==> src/rtl/scan_select_sequencer.sv <==
`default_nettype none
// ============================================================================
// Module      : scan_select_sequencer
// Description : Drives the a/b/c select lines and en strobe of a 3-to-8
//               decoder. It steps through unmasked channels with a
//               programmable slot length and break-before-make blanking.
//               It supports single-pass or continuous scans in ascending or
//               descending order.
// Revision    : 1.0 - initial release
// ============================================================================
module scan_select_sequencer #(
    parameter int DIV = 4,   // active cycles per slot, 1..256
    parameter int GAP = 2    // blanking cycles between slots, 2..16
) (
    input  logic       clk,
    input  logic       reset,
    input  logic       start,
    input  logic       stop,
    input  logic       dir,
    input  logic       mode,
    input  logic [7:0] skip_mask,
    output logic       a,
    output logic       b,
    output logic       c,
    output logic       en,
    output logic       busy,
    output logic       done
);

    localparam int SLOT_W = (DIV > 1) ? $clog2(DIV) : 1;
    localparam int GAP_W  = $clog2(GAP);

    localparam logic [SLOT_W-1:0] c_SLOT_LAST = SLOT_W'(DIV - 1);
    localparam logic [GAP_W-1:0]  c_GAP_LAST  = GAP_W'(GAP - 1);
    localparam logic [7:0]        c_ALL_MASKED = 8'hFF;

    typedef enum logic [1:0] {
        S_IDLE   = 2'd0,
        S_ACTIVE = 2'd1,
        S_BLANK  = 2'd2
    } state_t;

    // ------------------------------------------------------------------------
    // Channel search helpers. The result is {found, index}.
    // ------------------------------------------------------------------------

    // First channel of a scan: the lowest unmasked index when ascending, the
    // highest when descending. Later loop iterations override earlier ones,
    // so the loop order sets the priority.
    function automatic logic [3:0] f_first(input logic d, input logic [7:0] m);
        logic [3:0] r;
        r = 4'b0000;
        if (!d) begin
            for (int i = 7; i >= 0; i--) begin
                if (!m[i]) r = {1'b1, 3'(i)};
            end
        end else begin
            for (int i = 0; i <= 7; i++) begin
                if (!m[i]) r = {1'b1, 3'(i)};
            end
        end
        return r;
    endfunction

    // Next channel after 'cur'. The loop walks distance k from 8 down to 1,
    // so the nearest candidate wins. Continuous scans wrap modulo 8, and
    // distance 8 reselects the current channel when it is the only one left.
    // Single-pass scans accept only candidates that do not wrap.
    function automatic logic [3:0] f_next(input logic [2:0] cur,
                                          input logic       d,
                                          input logic [7:0] m,
                                          input logic       single);
        logic [3:0] r;
        int         p;
        logic [2:0] idx;
        logic       in_range;
        r = 4'b0000;
        for (int k = 8; k >= 1; k--) begin
            p        = d ? ({29'd0, cur} - k) : ({29'd0, cur} + k);
            idx      = p[2:0];
            in_range = !single || ((p >= 0) && (p <= 7));
            if (in_range && !m[idx]) r = {1'b1, idx};
        end
        return r;
    endfunction

    // ------------------------------------------------------------------------
    // Registers and next-state values
    // ------------------------------------------------------------------------
    state_t              r_state,  w_state_nxt;
    logic [2:0]          r_sel,    w_sel_nxt;
    logic [2:0]          r_next,   w_next_nxt;
    logic                r_en,     w_en_nxt;
    logic                r_busy,   w_busy_nxt;
    logic                r_done,   w_done_nxt;
    logic                r_mode,   w_mode_nxt;
    logic [SLOT_W-1:0]   r_slot,   w_slot_nxt;
    logic [GAP_W-1:0]    r_gap,    w_gap_nxt;

    logic [3:0]          w_first;
    logic [3:0]          w_after;

    assign w_first = f_first(dir, skip_mask);
    assign w_after = f_next(r_sel, dir, skip_mask, r_mode);

    // State, select, strobe and counter registers; reset returns to IDLE.
    always_ff @(posedge clk or posedge reset) begin
        if (reset) begin
            r_state <= S_IDLE;
            r_sel   <= 3'd0;
            r_next  <= 3'd0;
            r_en    <= 1'b0;
            r_busy  <= 1'b0;
            r_done  <= 1'b0;
            r_mode  <= 1'b0;
            r_slot  <= '0;
            r_gap   <= '0;
        end else begin
            r_state <= w_state_nxt;
            r_sel   <= w_sel_nxt;
            r_next  <= w_next_nxt;
            r_en    <= w_en_nxt;
            r_busy  <= w_busy_nxt;
            r_done  <= w_done_nxt;
            r_mode  <= w_mode_nxt;
            r_slot  <= w_slot_nxt;
            r_gap   <= w_gap_nxt;
        end
    end

    // Next-state and registered-output logic for IDLE / ACTIVE / BLANK.
    always_comb begin
        w_state_nxt = r_state;
        w_sel_nxt   = r_sel;
        w_next_nxt  = r_next;
        w_en_nxt    = r_en;
        w_busy_nxt  = r_busy;
        w_done_nxt  = 1'b0;
        w_mode_nxt  = r_mode;
        w_slot_nxt  = r_slot;
        w_gap_nxt   = r_gap;

        case (r_state)
            S_IDLE: begin
                if (start && !stop) begin
                    if (skip_mask != c_ALL_MASKED) begin
                        w_state_nxt = S_ACTIVE;
                        w_sel_nxt   = w_first[2:0];
                        w_en_nxt    = 1'b1;
                        w_busy_nxt  = 1'b1;
                        w_mode_nxt  = mode;
                        w_slot_nxt  = '0;
                    end else begin
                        // Nothing to scan: finish at once without going busy.
                        w_done_nxt  = 1'b1;
                    end
                end
            end

            S_ACTIVE: begin
                if (stop) begin
                    w_state_nxt = S_IDLE;
                    w_en_nxt    = 1'b0;
                    w_busy_nxt  = 1'b0;
                end else if (r_slot == c_SLOT_LAST) begin
                    w_en_nxt = 1'b0;
                    if (!w_after[3]) begin
                        // The pass is complete, or every channel is masked.
                        w_state_nxt = S_IDLE;
                        w_busy_nxt  = 1'b0;
                        w_done_nxt  = 1'b1;
                    end else begin
                        // Hold the select lines for one cycle after en falls.
                        w_state_nxt = S_BLANK;
                        w_next_nxt  = w_after[2:0];
                        w_gap_nxt   = '0;
                    end
                end else begin
                    w_slot_nxt = r_slot + SLOT_W'(1);
                end
            end

            S_BLANK: begin
                if (stop) begin
                    w_state_nxt = S_IDLE;
                    w_en_nxt    = 1'b0;
                    w_busy_nxt  = 1'b0;
                end else begin
                    // Load the new channel on the first blanking edge, so it
                    // settles GAP-1 cycles before en rises again.
                    if (r_gap == '0) begin
                        w_sel_nxt = r_next;
                    end
                    if (r_gap == c_GAP_LAST) begin
                        w_state_nxt = S_ACTIVE;
                        w_en_nxt    = 1'b1;
                        w_slot_nxt  = '0;
                    end else begin
                        w_gap_nxt = r_gap + GAP_W'(1);
                    end
                end
            end

            default: begin
                w_state_nxt = S_IDLE;
                w_en_nxt    = 1'b0;
                w_busy_nxt  = 1'b0;
            end
        endcase
    end

    assign a    = r_sel[2];
    assign b    = r_sel[1];
    assign c    = r_sel[0];
    assign en   = r_en;
    assign busy = r_busy;
    assign done = r_done;

endmodule
`default_nettype wire

==> config.mk <==
export PLATFORM = sky130hd
export DESIGN_NAME = scan_select_sequencer
export DESIGN_NICKNAME = d
export VERILOG_FILES = /design/src/rtl/scan_select_sequencer.sv
export SDC_FILE = /design/constraint.sdc
export NUM_CORES = 1
export LEC_CHECK = 0
export ABC_AREA = 1
export CAP_MARGIN = 20
export CORE_AREA = 2 2 82 84
export CTS_BUF_LIST = sky130_fd_sc_hd__clkbuf_8
export DETAILED_ROUTE_END_ITERATION = 7
export DIE_AREA = 0 0 84 86
export PLACE_DENSITY_LB_ADDON = 0.08
export SLEW_MARGIN = 15
export SYNTH_ARGS = -nofsm -noshare
export SYNTH_HDL_FRONTEND = slang
export SYNTH_SLANG_ARGS = --single-unit
==> constraint.sdc <==
create_clock -name clk -period 2.46 [get_ports clk]
set_input_delay 0.492 -clock clk [delete_from_list [all_inputs] [get_ports clk]]
set_output_delay 0.492 -clock clk [all_outputs]
set_load 0.01 [all_outputs]
==> flow_summary.json <==
{
  "grt_remaining_overflow": 0,
  "cts_buffer_depth": 2,
  "die_x_um": 84,
  "slowest_delay_ns": 0.57,
  "leakagePower_nw": 1.26,
  "synth.cells.most_frequent": "nand2_1, inv_1, o21ai_0",
  "clk_pin_slew_ns": 0.07,
  "post-route-period-util": 0.887,
  "layout-drive-gt1-share": 0.232,
  "syn2layout_area_growth_pct": 30.1,
  "fmax_ghz": 0.458,
  "placedCellCount": 422,
  "ys_seq_elements": 15,
  "syn_avg_cell_area_um2": 6.13,
  "port_buffers": 19,
  "syn_nets": 323,
  "grt_max_degree": 16,
  "track_usage": 0.163,
  "relSlewSlack": 0.607,
  "synth_xor_area_frac": 0.00884,
  "grt_pass1_wl_um": 9430,
  "cts_tree": "yes",
  "crit_path_top_delay_cell": "clkdlybuf4s50_1",
  "synth-compound-area-share": 0.167,
  "yosysTopAreaCellShare": 0.204,
  "cp.required_ns": 2.59,
  "final_cells": 426,
  "synthMuxAreaShare": 0,
  "synth_fa_ha_area_frac": 0.0612,
  "antenna_found_initial": 0,
  "cp_cell_sequence": "clkdlybuf4s50_1, nand2_1, nor3_1, nand2_1, nand2_1, a21oi_1, nand2_1, nand2_1, o21ai_0, inv_1, o211ai_1, o21ai_0",
  "critPathTopFamily": "simple AND/OR/NAND/NOR gates",
  "busiest_layer": "met2",
  "via_per_inst": 4.70,
  "cp-end-kind": "register",
  "fin_nets": 373,
  "power.density_nw_per_um2": 1420,
  "place.gp.congestion": 0.824,
  "crit_path_frequent_cell": "nand2_1",
  "min_path_type": "register to register",
  "clkSinkCount": 15,
  "die_area_um2": 7220,
  "ant_nets": 0,
  "synth_area_leaders": "dfrtp_1, nand2_1, inv_1",
  "netlist_instances": 300,
  "cts-htree-levels": 1,
  "synth_ff_type": "dfrtp_1",
  "dr.first_iter.drc_count": 82,
  "first_pass_iters": 4,
  "fp.dieH_um": 86,
  "worst-path-buf-inv": 2,
  "setup_viol_count_final": 0,
  "cts_hold_buf": 0,
  "cts_buffers": 3,
  "timing.hold.ws_ns": 0.491,
  "syn-cell-area_um2": 1840,
  "postCtsSetupBuffers": 0,
  "hold_violations": 0,
  "startpoint_type": "input pin",
  "synthArstFlopShare": 1.00,
  "fin_worst_skew_ns": 0.00366,
  "wl_um": 5430,
  "slew_violations": 0,
  "synth.most_common_cell": "nand2_1",
  "met2_usage": 0.260,
  "start_util": 0.293,
  "diodes": 0,
  "core_area_um2": 6280,
  "synth.distinct_cells": 28,
  "ys_warn_count": 0,
  "crit_type": "input pin to register",
  "root_buffer": "clkbuf_8",
  "ys_seq_area_frac": 0.204,
  "via_count": 2003,
  "use_met3": 0.0202,
  "grt_util_met1": 0.240,
  "cp.arrival_ns": 2.32,
  "period_needed_ns": 2.18,
  "synth_top_area_cell": "dfrtp_1",
  "grt_pass1_vias": 1911,
  "tightestPinTransition_ns": 0.589,
  "critical_path.max_fanout": 6,
  "synth_top_family_by_area": "simple AND/OR/NAND/NOR gates",
  "clock_latency_ns": 0.25,
  "synth_edf_count": 0,
  "synth-simple-area-share": 0.440,
  "place_hpwl_um": 4550,
  "ir_drop_uv": 469,
  "rows": 29,
  "maxCapViolations": 0,
  "drt-wirelength-per-cell_um": 12.7,
  "drc_errors": 0,
  "io_pins": 20,
  "status": "complete, no violations"
}
[sequential cells by signal, summed over array words and instances (netlist names)]
name and flops:
busy 1, done 1, en 1, r_gap 1
r_mode 1, r_next 3, r_sel 3, r_slot 2
r_state 2
[report_power, final]
group	internal [mW]	total (mW)	switching (mW)	leakage, nW
combinational	1.12	2.76	1.64	1.05
sequential	0.350	0.431	0.0812	0.186
clock	0.114	0.209	0.0948	0.0217
[cell type report]
| class | count | area [um2] |
|---|---|---|
| clock buffer | 3 | 41.3 |
| clock inverter | 1 | 7.51 |
| fill | 705 | 3880 |
| inverter | 45 | 171 |
| multi-input combinational | 235 | 1270 |
| sequential | 15 | 375 |
| tap | 77 | 96.3 |
| timing repair buffer | 50 | 433 |
[worst paths after layout]
kind | startpoint | endpoint | slack [ns] | cells after the start
worst max register to register | r_sel[1]$_DFFE_PP0P_ | r_next[2]$_DFFE_PP0P_ | 0.29 | 21
min in group asynchronous | reset | r_slot[0]$_DFFE_PP0P_ | 0.60 | 2
worst max-delay path | skip_mask[4] | r_sel[0]$_DFFE_PP0P_ | 0.28 | 12
max in group asynchronous | reset | done$_DFF_PP0_ | 1.48 | 2
worst min-delay path | en$_DFFE_PP0P_ | en$_DFFE_PP0P_ | 0.49 | 2
worst min register to register | en$_DFFE_PP0P_ | en$_DFFE_PP0P_ | 0.49 | 2
[cell usage in the layout (no fill, tap or decap), types with 3 or more instances in the layout]
| cell type | n |
|---|---|
| a21oi_1 | 5 |
| buf_4 | 29 |
| clkbuf_8 | 3 |
| clkdlybuf4s50_1 | 18 |
| dfrtp_1 | 15 |
| ha_1 | 8 |
| inv_1 | 36 |
| inv_2 | 8 |
| nand2_1 | 95 |
| nand2_2 | 14 |
| nand2_4 | 3 |
| nand3_1 | 22 |
| nand3_2 | 6 |
| nand4_1 | 3 |
| nor2_1 | 23 |
| nor2_2 | 3 |
| nor3_1 | 4 |
| o211ai_1 | 5 |
| o21ai_0 | 24 |
| o21ai_1 | 4 |
| o21ai_2 | 5 |
[metrics by stage]
| step | setup WS (ns) | area [um2] | setup TNS, ns | power (mW) | util |
|---|---|---|---|---|---|
| after floorplan | 0.0989 | 1840 | 0 | 2.23 | - |
| after global placement | -0.122 | 2310 | -0.591 | 3.17 | 0.368 |
| after detailed placement | -0.156 | 2310 | -0.578 | 3.15 | 0.368 |
| after CTS | 0.0850 | 2360 | 0 | 3.37 | 0.376 |
| after global routing | -0.000480 | 2390 | -0.000480 | 3.83 | 0.381 |
| final | 0.278 | 2390 | 0 | 3.40 | 0.381 |
[cells by family after synthesis]
kind of cell / after synthesis
adders and majority gates: 9
buffers and inverters: 50
DFF: 15
and+or+nand+nor: 175
xor gates and xnor gates: 1
AOI/OAI and AO/OA: 50
[tightest hold or removal path, stage by stage (launching register included)]
cell and delay, ns:
dfrtp_1 0.34, nand2_1 0.05, o21ai_0 0.06
[metal layers]
layer	up-vias	share of wire	wire [um]
met5	-	0	0
met4	0	0.0070	38
met3	4	0.028	151
met2	35	0.43	2330
met1	899	0.54	2910
li1	1065	-	-
[timing repair]
item	4_1_cts	5_1_grt
endpoints found under the hold margin	0	0
gates resized for setup	0	8
endpoints found under the setup margin	0	6
Power figures use the tool's default switching activity.
